$ cat src/rtl/tm1637_rx_decoder.sv
// TM1637 device-side receiver: oversamples the two-wire bus, ACKs bytes,
// interprets commands and keeps a decoded model of the digit registers.
module tm1637_rx_decoder #(
  parameter int unsigned NUM_DIGITS  = 6,
  parameter int unsigned SYNC_STAGES = 2
) (
  input  logic                    clk,
  input  logic                    rst_n,
  input  logic                    tm_clk,
  input  logic                    tm_dio_in,
  output logic                    tm_dio_oe,
  output logic [4*NUM_DIGITS-1:0] digits,
  output logic [NUM_DIGITS-1:0]   digit_err,
  output logic [NUM_DIGITS-1:0]   dp,
  output logic [2:0]              brightness,
  output logic                    display_on,
  output logic                    frame_done,
  output logic                    proto_err
);

  // Never fewer than two synchroniser flops, whatever the caller asks for.
  localparam int unsigned SYNC_N = (SYNC_STAGES < 2) ? 2 : SYNC_STAGES;

  localparam logic [1:0] ST_IDLE  = 2'd0;
  localparam logic [1:0] ST_SHIFT = 2'd1;
  localparam logic [1:0] ST_ACK   = 2'd2;
  localparam logic [1:0] ST_DRAIN = 2'd3;

  // Synchroniser and edge-detect history
  logic [SYNC_N-1:0] clk_sync_q, clk_sync_d;
  logic [SYNC_N-1:0] dio_sync_q, dio_sync_d;
  logic              clk_prev_q, clk_prev_d;
  logic              dio_prev_q, dio_prev_d;

  // Protocol state
  logic [1:0]        state_q, state_d;
  logic [2:0]        bitcnt_q, bitcnt_d;
  logic              bit_open_q, bit_open_d;
  logic [6:0]        shift_q, shift_d;
  logic              first_q, first_d;
  logic              addr_cmd_q, addr_cmd_d;
  logic [2:0]        ptr_q, ptr_d;
  logic              fixed_q, fixed_d;
  logic              wrote_q, wrote_d;
  logic              ack_rise_q, ack_rise_d;
  logic              oe_q, oe_d;

  // Register file and outputs
  logic [NUM_DIGITS-1:0][7:0] seg_q, seg_d;
  logic [2:0]                 bright_q, bright_d;
  logic                       on_q, on_d;
  logic                       frame_q, frame_d;
  logic                       perr_q, perr_d;
  logic [4*NUM_DIGITS-1:0]    digits_q, digits_d;
  logic [NUM_DIGITS-1:0]      derr_q, derr_d;
  logic [NUM_DIGITS-1:0]      dp_q, dp_d;

  // Bus events
  logic       clk_s, dio_s;
  logic       clk_rise_c, clk_fall_c, start_c, stop_c;
  logic [7:0] byte_c;
  logic       ptr_ok_c;

  // Maps bits 6:0 of a segment byte to {digit, error}.
  function automatic logic [4:0] seg_decode(input logic [6:0] pat);
    logic [4:0] r;
    case (pat)
      7'h3F:   r = {4'd0, 1'b0};
      7'h06:   r = {4'd1, 1'b0};
      7'h5B:   r = {4'd2, 1'b0};
      7'h4F:   r = {4'd3, 1'b0};
      7'h66:   r = {4'd4, 1'b0};
      7'h6D:   r = {4'd5, 1'b0};
      7'h7D:   r = {4'd6, 1'b0};
      7'h07:   r = {4'd7, 1'b0};
      7'h7F:   r = {4'd8, 1'b0};
      7'h67:   r = {4'd9, 1'b0};
      default: r = {4'hE, 1'b1};
    endcase
    return r;
  endfunction

  assign clk_s      = clk_sync_q[SYNC_N-1];
  assign dio_s      = dio_sync_q[SYNC_N-1];
  assign clk_rise_c = clk_s & ~clk_prev_q;
  assign clk_fall_c = ~clk_s & clk_prev_q;
  assign start_c    = clk_s & clk_prev_q & ~dio_s & dio_prev_q;
  assign stop_c     = clk_s & clk_prev_q & dio_s & ~dio_prev_q;
  assign byte_c     = {dio_s, shift_q};
  assign ptr_ok_c   = (32'(ptr_q) < NUM_DIGITS);

  // Shift pins through the synchroniser and remember the last synced level.
  always_comb begin
    clk_sync_d = {clk_sync_q[SYNC_N-2:0], tm_clk};
    dio_sync_d = {dio_sync_q[SYNC_N-2:0], tm_dio_in};
    clk_prev_d = clk_s;
    dio_prev_d = dio_s;
  end

  // Framing FSM, command interpretation and segment register writes.
  always_comb begin
    state_d    = state_q;
    bitcnt_d   = bitcnt_q;
    bit_open_d = bit_open_q;
    shift_d    = shift_q;
    first_d    = first_q;
    addr_cmd_d = addr_cmd_q;
    ptr_d      = ptr_q;
    fixed_d    = fixed_q;
    wrote_d    = wrote_q;
    ack_rise_d = ack_rise_q;
    oe_d       = oe_q;
    seg_d      = seg_q;
    bright_d   = bright_q;
    on_d       = on_q;
    frame_d    = 1'b0;
    perr_d     = 1'b0;

    if (start_c) begin
      // New or repeated start: any partial byte is silently dropped.
      state_d    = ST_SHIFT;
      bitcnt_d   = 3'd0;
      bit_open_d = 1'b0;
      first_d    = 1'b1;
      addr_cmd_d = 1'b0;
      wrote_d    = 1'b0;
      ack_rise_d = 1'b0;
      oe_d       = 1'b0;
    end else if (stop_c) begin
      // The rise that sets up a STOP is not a data bit, so only bits
      // closed by a falling edge count as a truncated byte.
      if (state_q == ST_SHIFT && (bitcnt_q - 3'(bit_open_q)) != 3'd0) begin
        perr_d = 1'b1;
      end
      frame_d    = wrote_q;
      state_d    = ST_IDLE;
      wrote_d    = 1'b0;
      ack_rise_d = 1'b0;
      oe_d       = 1'b0;
    end else begin
      case (state_q)
        ST_SHIFT: begin
          if (clk_fall_c) begin
            bit_open_d = 1'b0;
          end else if (clk_rise_c) begin
            shift_d = {dio_s, shift_q[6:1]};
            if (bitcnt_q != 3'd7) begin
              bitcnt_d   = 3'(bitcnt_q + 3'd1);
              bit_open_d = 1'b1;
            end else begin
              bitcnt_d   = 3'd0;
              bit_open_d = 1'b0;
              first_d    = 1'b0;
              ack_rise_d = 1'b0;
              state_d    = ST_ACK;
              if (first_q) begin
                case (byte_c[7:6])
                  2'b01: fixed_d = byte_c[2];
                  2'b11: begin
                    ptr_d      = byte_c[2:0];
                    addr_cmd_d = 1'b1;
                  end
                  2'b10: begin
                    on_d     = byte_c[3];
                    bright_d = byte_c[2:0];
                  end
                  default: begin
                    perr_d  = 1'b1;
                    state_d = ST_DRAIN;
                  end
                endcase
              end else if (addr_cmd_q) begin
                if (ptr_ok_c) begin
                  for (int i = 0; i < NUM_DIGITS; i++) begin
                    if (32'(ptr_q) == 32'(i)) seg_d[i] = byte_c;
                  end
                  wrote_d = 1'b1;
                  if (!fixed_q && ptr_q != 3'd7) ptr_d = 3'(ptr_q + 3'd1);
                end else begin
                  // Out-of-range data is dropped but still acknowledged.
                  perr_d = 1'b1;
                end
              end else begin
                perr_d  = 1'b1;
                state_d = ST_DRAIN;
              end
            end
          end
        end
        ST_ACK: begin
          // Pull DIO low from the 8th fall until the fall after the 9th rise.
          if (clk_fall_c) begin
            if (ack_rise_q) begin
              oe_d       = 1'b0;
              ack_rise_d = 1'b0;
              state_d    = ST_SHIFT;
            end else begin
              oe_d = 1'b1;
            end
          end else if (clk_rise_c && oe_q) begin
            ack_rise_d = 1'b1;
          end
        end
        default: ;
      endcase
    end
  end

  // Decode the next segment contents into registered digit outputs.
  always_comb begin
    digits_d = '0;
    derr_d   = '0;
    dp_d     = '0;
    for (int i = 0; i < NUM_DIGITS; i++) begin
      {digits_d[4*i +: 4], derr_d[i]} = seg_decode(seg_d[i][6:0]);
      dp_d[i] = seg_d[i][7];
    end
  end

  // State and output registers; the synchroniser idles at bus-high.
  always_ff @(posedge clk or negedge rst_n) begin
    if (!rst_n) begin
      clk_sync_q <= '1;
      dio_sync_q <= '1;
      clk_prev_q <= 1'b1;
      dio_prev_q <= 1'b1;
      state_q    <= ST_IDLE;
      bitcnt_q   <= 3'd0;
      bit_open_q <= 1'b0;
      shift_q    <= '0;
      first_q    <= 1'b0;
      addr_cmd_q <= 1'b0;
      ptr_q      <= 3'd0;
      fixed_q    <= 1'b0;
      wrote_q    <= 1'b0;
      ack_rise_q <= 1'b0;
      oe_q       <= 1'b0;
      seg_q      <= '0;
      bright_q   <= 3'd0;
      on_q       <= 1'b0;
      frame_q    <= 1'b0;
      perr_q     <= 1'b0;
      digits_q   <= {NUM_DIGITS{4'hE}};
      derr_q     <= '1;
      dp_q       <= '0;
    end else begin
      clk_sync_q <= clk_sync_d;
      dio_sync_q <= dio_sync_d;
      clk_prev_q <= clk_prev_d;
      dio_prev_q <= dio_prev_d;
      state_q    <= state_d;
      bitcnt_q   <= bitcnt_d;
      bit_open_q <= bit_open_d;
      shift_q    <= shift_d;
      first_q    <= first_d;
      addr_cmd_q <= addr_cmd_d;
      ptr_q      <= ptr_d;
      fixed_q    <= fixed_d;
      wrote_q    <= wrote_d;
      ack_rise_q <= ack_rise_d;
      oe_q       <= oe_d;
      seg_q      <= seg_d;
      bright_q   <= bright_d;
      on_q       <= on_d;
      frame_q    <= frame_d;
      perr_q     <= perr_d;
      digits_q   <= digits_d;
      derr_q     <= derr_d;
      dp_q       <= dp_d;
    end
  end

  assign tm_dio_oe  = oe_q;
  assign digits     = digits_q;
  assign digit_err  = derr_q;
  assign dp         = dp_q;
  assign brightness = bright_q;
  assign display_on = on_q;
  assign frame_done = frame_q;
  assign proto_err  = perr_q;

endmodule

$ cat config.mk
export PLATFORM = sky130hd
export DESIGN_NAME = tm1637_rx_decoder
export DESIGN_NICKNAME = d
export VERILOG_FILES = /design/src/rtl/tm1637_rx_decoder.sv
export SDC_FILE = /design/constraint.sdc
export NUM_CORES = 1
export LEC_CHECK = 0
export ABC_AREA = 1
export CAP_MARGIN = 20
export CORE_ASPECT_RATIO = 1.5
export CORE_MARGIN = 5
export CORE_UTILIZATION = 41
export CTS_BUF_LIST = sky130_fd_sc_hd__clkbuf_4 sky130_fd_sc_hd__clkbuf_8 sky130_fd_sc_hd__clkbuf_16
export DETAILED_ROUTE_END_ITERATION = 6
export PLACE_DENSITY = 0.58
export SLEW_MARGIN = 5
export SYNTH_ARGS = -nofsm -noshare
export SYNTH_HDL_FRONTEND = slang
export SYNTH_SLANG_ARGS = --single-unit
$ cat constraint.sdc
create_clock -name clk -period 5.2 [get_ports clk]
set_input_delay 0.52 -clock clk [delete_from_list [all_inputs] [get_ports clk]]
set_output_delay 0.52 -clock clk [all_outputs]
set_load 0.03 [all_outputs]
### Word-level counts from Yosys, hierarchy flattened

Cells that the tools add are included.
W data, S select, Z words.

* register bits: 118
* bits of input ports: 4
* output and inout port bits: 43
* word-level logic and storage cells: 261

* $add $sub $neg: 3
* order comparisons: 1
* eq/ne operators: 85
* multiplexer cells: 95
* bitwise logic cells: 15
* reduce and logical (&&, ||, !) cells: 34

Operator list (count)
* $mux W48: 9
* $pmux W5 S10: 6
* $eq A7 B7 Y1 const B: 42
* $eq A7 B3 Y1 const B: 12
* $mux W1: 53
* $mux W8: 6
* $eq A7 B6 Y1 const B: 6
* $mux W3: 11
* $reduce_bool A3 Y1: 8
* $ne A4 B4 Y1 const B: 5
* $mux W2: 8
* $reduce_and A8 Y1: 2
* $reduce_and A5 Y1: 3
* $reduce_and A7 Y1: 2
* $reduce_bool A2 Y1: 7
* $reduce_and A10 Y1: 1
* $ne A3 B3 Y1 const B: 3
* $not A1 Y1: 8
* $and A1 B1 Y1: 7
* $add A3 B1 Y3 const B: 2
* $eq A2 B2 Y1 const B: 3
* $eq A3 B2 Y1 const B: 2
* $eq A3 B3 Y1 const B: 2
* $ne A3 B1 Y1 const B: 2
* other kinds (18): 23

### Longest topological paths before layout

Gate-level depths: netlist of the first run.

* depth in word-level cells: 13
* depth in mapped cells: 17

### Worst setup path before layout of the first run

Ideal clock, no wire load.

* kind: register -> register
* from: register clk_sync_q[1]
* to: register digits_q[10], in the netlist digits[10]
* setup time: 0.060 ns
* arrival time: 2.234 ns
* required time: 5.140 ns
* path slack: 2.905 ns
* cell stages (with the launch flop): 16
* path buffers: 1
* clock period less this slack: 2.295 ns
* cell sequence: dfstp_2 > inv_1 > ha_1 > inv_1 > nand3_1 > nor2_8 > nand2_4 > buf_6 > nand2_1 > nand2_1 > nand2_1 > nor2_1 > and2_1 > nor2_2 > nand3_2 > nand2_1

* longest elaborated chain between the ends: 8
* elaborated cells on any way between the ends: 24
* classes of those cells: eq/ne (10); mux (6); bitwise (8)

RTL lines
* start: declaration: line 30 `logic [SYNC_N-1:0] clk_sync_q, clk_sync_d;`
* start signal: assignment: line 247 `clk_sync_q <= clk_sync_d;`
* $and A1 B1 Y1 or $not A1 Y1 (tied branches): line 85, 86
* $mux W48 or $and A1 B1 Y1 (tied branches): line 145, 86
* $mux W48: line 143 `if (clk_fall_c) begin`
* $mux W48: line 141 `case (state_q)`
* $mux W48: line 129 `end else if (stop_c) begin`
* $mux W48 *: line 119 `if (start_c) begin`
* $eq A7 B7 Y1 (tied with other cells): line 67 `case (pat)`
* $pmux W5 S10 *: line 67
* via digits_d[10]: line 54 `logic [4*NUM_DIGITS-1:0] digits_q, digits_d;`
* end signal: assignment: line 243 `digits_q <= {NUM_DIGITS{4'hE}};`
* end signal: assignment: line 267 `digits_q <= digits_d;`
* end: declaration: line 54

Mark *: on every way through the listed nets, which the timed path passes. The rest lies on a longest branch.
A chain may end at the register's enable or synchronous reset.

### Final worst setup path of the first run

* from: register clk_sync_q[1]
* to: register digits_q[20], in the netlist digits[20]

The elaborated chain is that of the path after synthesis.

==> flow_metrics.tcl, run 1 <==
set metrics [dict create \
    relSlewSlack_pct 44.3 \
    gp_congestion 0.901 \
    setup_viol 0 \
    rsz0062_at_grt "no" \
    setup.worst_path.class "flop to flop" \
    numPortBuffers 46 \
    rows 55 \
    final_core_util_pct 47.0 \
    hold_viol_final 0 \
    syn_inst 783 \
    dr.pass1.iters 5 \
    period_minus_slack_ps 3030 \
    synth-main-ff-cell "dfrtp_1" \
    post-cts-setup-buffers 0 \
    numCtsBuffers 9 \
    cp_data_required_time_ps 5430 \
    reg2reg_depth 14 \
    root_buffer "clkbuf_16" \
    worstPathCellList "inv_1 -> ha_1 -> inv_1 -> nand3_1 -> nor2_8 -> nand2_2 -> nand2_1 -> nand2_1 -> nand2_1 -> nor2_1 -> nand2_1 -> nand2_1 -> a21oi_1 -> nand3_1" \
    postCtsHoldBufs 0 \
    cp-start-kind "flop" \
    power.leakage_nw 3.42 \
    crit_cells 14 \
    cts.clk_slew.worst_paths_ps 80 \
    grt_pass1_vias 4956 \
    r2r_setup_slack_ps 2170 \
    crit_path_end_kind "flop" \
    num_antenna_cells 0 \
    syn_area_um2 6210 \
    ctsLongestPathBuffers 2 \
    outcome "complete, no violations" \
    critical-path-max-stage-delay_ps 590 \
    die_w_um 111 \
    power.density_nw_per_um2 282 \
    syn2layout_area_growth_pct 13.5 \
    drt_wl_total_um 13600 \
    grt_start_max_net_pins 68 \
    cts_tree "yes" \
    fmax_mhz 330 \
    synth_cell_type_count 41 \
    post_drt_wl_per_cell_um 13.3 \
    synthArstFlopShare_pct 100 \
    max-vdd-ir-drop_mv 0.204 \
    clkLatencyLatePin_ps 350 \
    cts.sinks 112 \
    r2r-end "digits[20]" \
    grt_pass1_wl_um 23500 \
    maxCapViolCount 0 \
    finClkSkew_ps 8.08 \
    tns_ps 0 \
    drive_above_1_share_pct 17.6 \
    worst_path_most_repeated_cell "nand2_1" \
    drc 0 \
    ant_nets 0 \
    min_path_type "input port to asynchronous set/reset pin" \
    ys_seq_area_share_pct 45.7 \
    cpLargestDelayFamily "simple AND/OR/NAND/NOR gates" \
    initial_core_util_pct 41.4 \
    ys_warn_count 0 \
    die-height_um 161 \
    synth_edf_count 0 \
    core_area_um2 15000 \
    instances_no_fill 1021 \
    post_cts_resize_count 0 \
    vias_per_cell 4.88 \
    layout_worst_path_cycle_share_pct 58.3 \
    layout.nets 835 \
    endpoint "digits[20]" \
    crit_slowest_cell "nor2_8" \
    initialDrtViolationCount 225 \
    cp-startpoint "clk_sync_q[1]" \
    grt_usage_pct 15.9 \
    syn_area_per_cell_um2 7.94 \
    slew_viol_final 0 \
    synth_nets 801 \
    ios 47 \
    crit_arrival_ps 3260 \
    tightest_slew_ps 835 \
    crit_buf_inv 2 \
    cp_max_fo 55 \
    dieArea_um2 17800 \
    dp_cells 1005 \
    antenna_found_initial 0 \
    power_w 0.00199 \
    cts_max_level 3 \
    reg2reg_from "clk_sync_q[1]" \
    grt-ovfl-total 0 \
    hpwl_um 10100 \
    routed-via-count 4979 \
    ys_seq_elements 112 \
]
[metal layers]
| metal | up-vias | share of wire [%] | track usage (%) |
|---|---|---|---|
| met4 | 0 | 2.2 | 5.43 |
| li1 | 2525 | - | - |
| met1 | 2350 | 41 | 18.4 |
| met2 | 82 | 54 | 29.8 |
| met3 | 22 | 2.7 | 2.26 |
| met5 | - | 0 | 0 |
[registers in the layout (all words and copies together), names as in the netlist, 2 cells and up]
name	cells
ptr_q	3
seg_q	42
bitcnt_q	3
dp	6
brightness	3
digits	24
digit_err	6
dio_sync_q	2
shift_q	7
clk_sync_q	2
state_q	2
[power by group]
| part | total (W) | internal (W) | switching (W) | leakage, nW |
|---|---|---|---|---|
| Sequential | 0.000983 | 0.000920 | 0.0000628 | 1.44 |
| Clock | 0.000755 | 0.000431 | 0.000324 | 0.157 |
| Combinational | 0.000255 | 0.0000843 | 0.000170 | 1.82 |
[cell usage in the layout, fill, tap and decap left out, drive strengths merged]
master         count
a21boi             1
a21oi              8
a22o               1
a31oi              2
and2               1
buf                2
bufinv             2
clkbuf            10
clkdlybuf4s50     45
clkinv             2
clkinvlp           1
dfrtp             82
dfstp             30
ha                14
inv               93
nand2            280
nand3             92
nand4              6
nor2              87
nor2b              1
nor3              15
nor4               1
o211ai             1
o21a               2
o21ai             40
o21bai             1
o31ai              1
o32ai              1
[Yosys cell counts, types with 2 or more instances]
cell      count  share of area, %
o21ai_0      37               3.0
dfstp_2      30                13
clkbuf_1      6              0.36
nand3_2       6              0.97
buf_4         7              0.85
inv_1        77               4.7
nand4_1       6              0.60
a21oi_1       8              0.64
dfrtp_1      82                33
nor3_4        3              0.79
nand2_4       9               1.6
nor2_8        3              0.97
nand2_1     230                14
inv_2        13              0.79
o21ai_1       2              0.16
nor2_4        4              0.72
o21a_1        2              0.24
a31oi_1       2              0.20
ha_1         14               2.8
nor2_2       13               1.3
nor3_1       11              0.89
nand3_1      85               6.8
nor2_1       67               4.0
buf_6         9               1.6
nand2_2      41               4.1
[worst min-delay path by stage]
stage	endpoint	depth (start not counted)	slack (ps)	from
floorplan	ack_rise_q	0	220	rst_n
global placement	clk_sync_q[1]	0	350	clk_sync_q[0]
detailed placement	clk_sync_q[1]	0	350	clk_sync_q[0]
CTS	digits[8]	1	320	rst_n
global route	seg_q[22]	1	360	rst_n
finish	digits[8]	1	280	rst_n
[cell families after synthesis]
| logic type | share of synthesized area [%] |
|---|---|
| AO/OA/AOI/OAI | 5.13 |
| AND/OR/NAND/NOR | 37.5 |
| buffers and inverters | 8.82 |
| adder cells (fa/ha/maj) | 2.82 |
| flip-flops | 45.7 |
[cell type report]
class / instances / area [um^2]
multi-input combinational: 555 / 2830
clock inverter: 6 / 90.1
timing repair buffer: 47 / 465
fill: 1520 / 7950
tap: 199 / 249
sequential: 112 / 2840
clock buffer: 10 / 233
inverter: 92 / 352
[through the flow]
step	area (um^2)	hold WS [ps]	setup WS, ps
floorplan	6210	224	2910
global placement	6730	346	2270
detailed placement	6730	347	2200
CTS	7060	320	2160
global route	7060	362	1830
finish	7060	277	2170
Note: power is estimated with default switching activity, not from simulation.
==> inputs of run 2 (changes only) <==
clock period = 2.9 ns   (was 5.2 ns; I/O delays follow)
==> run 2 against run 1 <==
Against the previous run:
- the run now ends with hold timing left
- clock skew increased by 0.91 ps
- utilization is 0.85 points higher
- sequential cell count stayed put
- first-iteration DRC count grew 17%
- die area stayed put
- via count up 1.0%
- maximum frequency grew 15%
- sequential power increased by 79%
- cell count increased by 1.5%
- hold slack got worse by 290 ps
- clock-buffer cell count is the same
- register-to-register slack worse by 1900 ps
==> flow_metrics.tcl, run 2 (same netlist as run 1, synthesis figures left out) <==
set metrics [dict create \
    initial_core_util_pct 41.4 \
    finClkSkew_ps 8.99 \
    final.fill_count 1532 \
    largest_reg_flops 42 \
    power.density_nw_per_um2 489 \
    top_register "seg_q" \
    layout_commonest_cell "nand2_1" \
    tightest_slew_ps 729 \
    ios 47 \
    outcome "finished with violations" \
    setup.worst_path.class "flop to flop" \
    period_minus_slack_ps 2650 \
    syn2layout_area_growth_pct 15.6 \
    crit_slowest_cell "dfstp_2" \
    cts_max_level 3 \
    fmax_mhz 378 \
    clkLatencyLatePin_ps 360 \
    holdWs_ps -11.6 \
    initialDrtViolationCount 264 \
    numPortBuffers 46 \
    layout_worst_path_cycle_share_pct 91.3 \
    rows 55 \
    maxCapViolCount 0 \
    root_buffer "clkbuf_16" \
    critical-path-max-stage-delay_ps 560 \
    core_area_um2 15000 \
    power.leakage_nw 3.49 \
    grt_pass1_wl_um 23400 \
    fin_area_um2 7180 \
    crit_path_end_kind "flop" \
    ctsLongestPathBuffers 2 \
    die_w_um 111 \
    die-height_um 161 \
    cp-start-kind "flop" \
    min_path_type "input port to asynchronous set/reset pin" \
    hold_viol_final 8 \
    rsz0062_at_grt "no" \
    ant_nets 0 \
    num_antenna_cells 0 \
    drive_above_1_share_pct 19.4 \
    layout.nets 850 \
    crit_arrival_ps 2930 \
    grt-ovfl-total 0 \
    dr.pass1.iters 5 \
    grt_start_max_net_pins 56 \
    multi_input_area_um2 2850 \
    cts.sinks 112 \
    instances_no_fill 1036 \
    dp_cells 1015 \
    drt_wl_total_um 13600 \
    vias_per_cell 4.86 \
    dieArea_um2 17800 \
    final_cell_mix "nand2_1, nand3_1, dfrtp_1" \
    cp_max_fo 11 \
    antenna_found_initial 0 \
    gp_congestion 0.928 \
    cp-startpoint "clk_sync_q[1]" \
    numCtsBuffers 9 \
    hpwl_um 10200 \
    routed-via-count 5030 \
    grt_usage_pct 15.8 \
    reg2reg_from "clk_sync_q[1]" \
    placed_area_um2 6820 \
    reg2reg_depth 14 \
    cts_tree "yes" \
    post_drt_wl_per_cell_um 13.2 \
    tns_ps 0 \
    grt_pass1_vias 5034 \
    postCtsHoldBufs 0 \
    relSlewSlack_pct 51.4 \
    max-vdd-ir-drop_mv 0.396 \
    setup_viol 0 \
    worst_path_most_repeated_cell "nand2_1" \
    drc 0 \
    slew_viol_final 0 \
    seqCellArea_um2 2840 \
    cts.clk_slew.worst_paths_ps 70 \
    worstPathCellList "inv_1 -> ha_1 -> inv_1 -> nand4_1 -> nor2_4 -> nand2_2 -> nand2_1 -> nand2_1 -> nor3_2 -> nand2_1 -> nand2_1 -> nor2_1 -> nand2_2 -> nand2_1" \
    failed_checks "hold timing" \
    cp_data_required_time_ps 3190 \
]
## run 2: area by class of cell
| class | count | area share [%] |
|---|---|---|
| clock buffer | 10 | 3.24 |
| clock inverter | 6 | 0.958 |
| inverter | 92 | 4.89 |
| multi-input combinational | 556 | 39.6 |
| sequential | 112 | 39.5 |
| tap | 199 | 3.47 |
| timing repair buffer | 61 | 8.29 |
## run 2: what timing repair did
action,in CTS,in global routing
gates resized for setup,0,2
buffers inserted,0,4
setup endpoints to repair,0,23
## run 2: path summary, 6_finish.rpt
check	end	slack (ps)
max	digits[6]	250
min	dp[2]	-10
max reg2reg	digits[6]	250
min reg2reg	clk_sync_q[1]	360
max in group asynchronous	digit_err[3]	2130
min in group clk	dio_sync_q[0]	340
## run 2: through the flow
| stage | worst slack (ps) | hold slack [ps] | utilization, % | total power [W] |
|---|---|---|---|---|
| 2_1_floorplan | 605 | -5.59 | - | 0.00210 |
| 3_3_place_gp | 235 | 345 | 45.5 | 0.00226 |
| 3_5_place_dp | 88.2 | 347 | 45.5 | 0.00227 |
| 4_1_cts | 87.0 | 9.77 | 47.5 | 0.00354 |
| 5_1_grt | 25.0 | 48.1 | 47.9 | 0.00370 |
| 6_report | 253 | -11.6 | 47.9 | 0.00351 |
## run 2: critical path, delay by kind of cell, from the launching register on
kind | cells | cell delay [ps]
flops | 1 | 560
fa+ha+maj | 1 | 230
buf+inv | 2 | 180
simple gates | 11 | 1590
## run 2: routing by layer
layer	global-route usage [%]	part of all wire, %	vias to the layer above
met2	28.8	52	89
met5	0	0	-
li1	-	-	2559
met3	2.94	3.3	27
met4	5.83	2.5	0
met1	18.4	42	2355
## run 2: power by group
group / internal, W / switching [W] / leakage, nW
Combinational: 0.000167 / 0.000320 / 1.90
Sequential: 0.00165 / 0.000114 / 1.44
Clock: 0.000685 / 0.000573 / 0.146
Total: 0.00250 / 0.00101 / 3.49
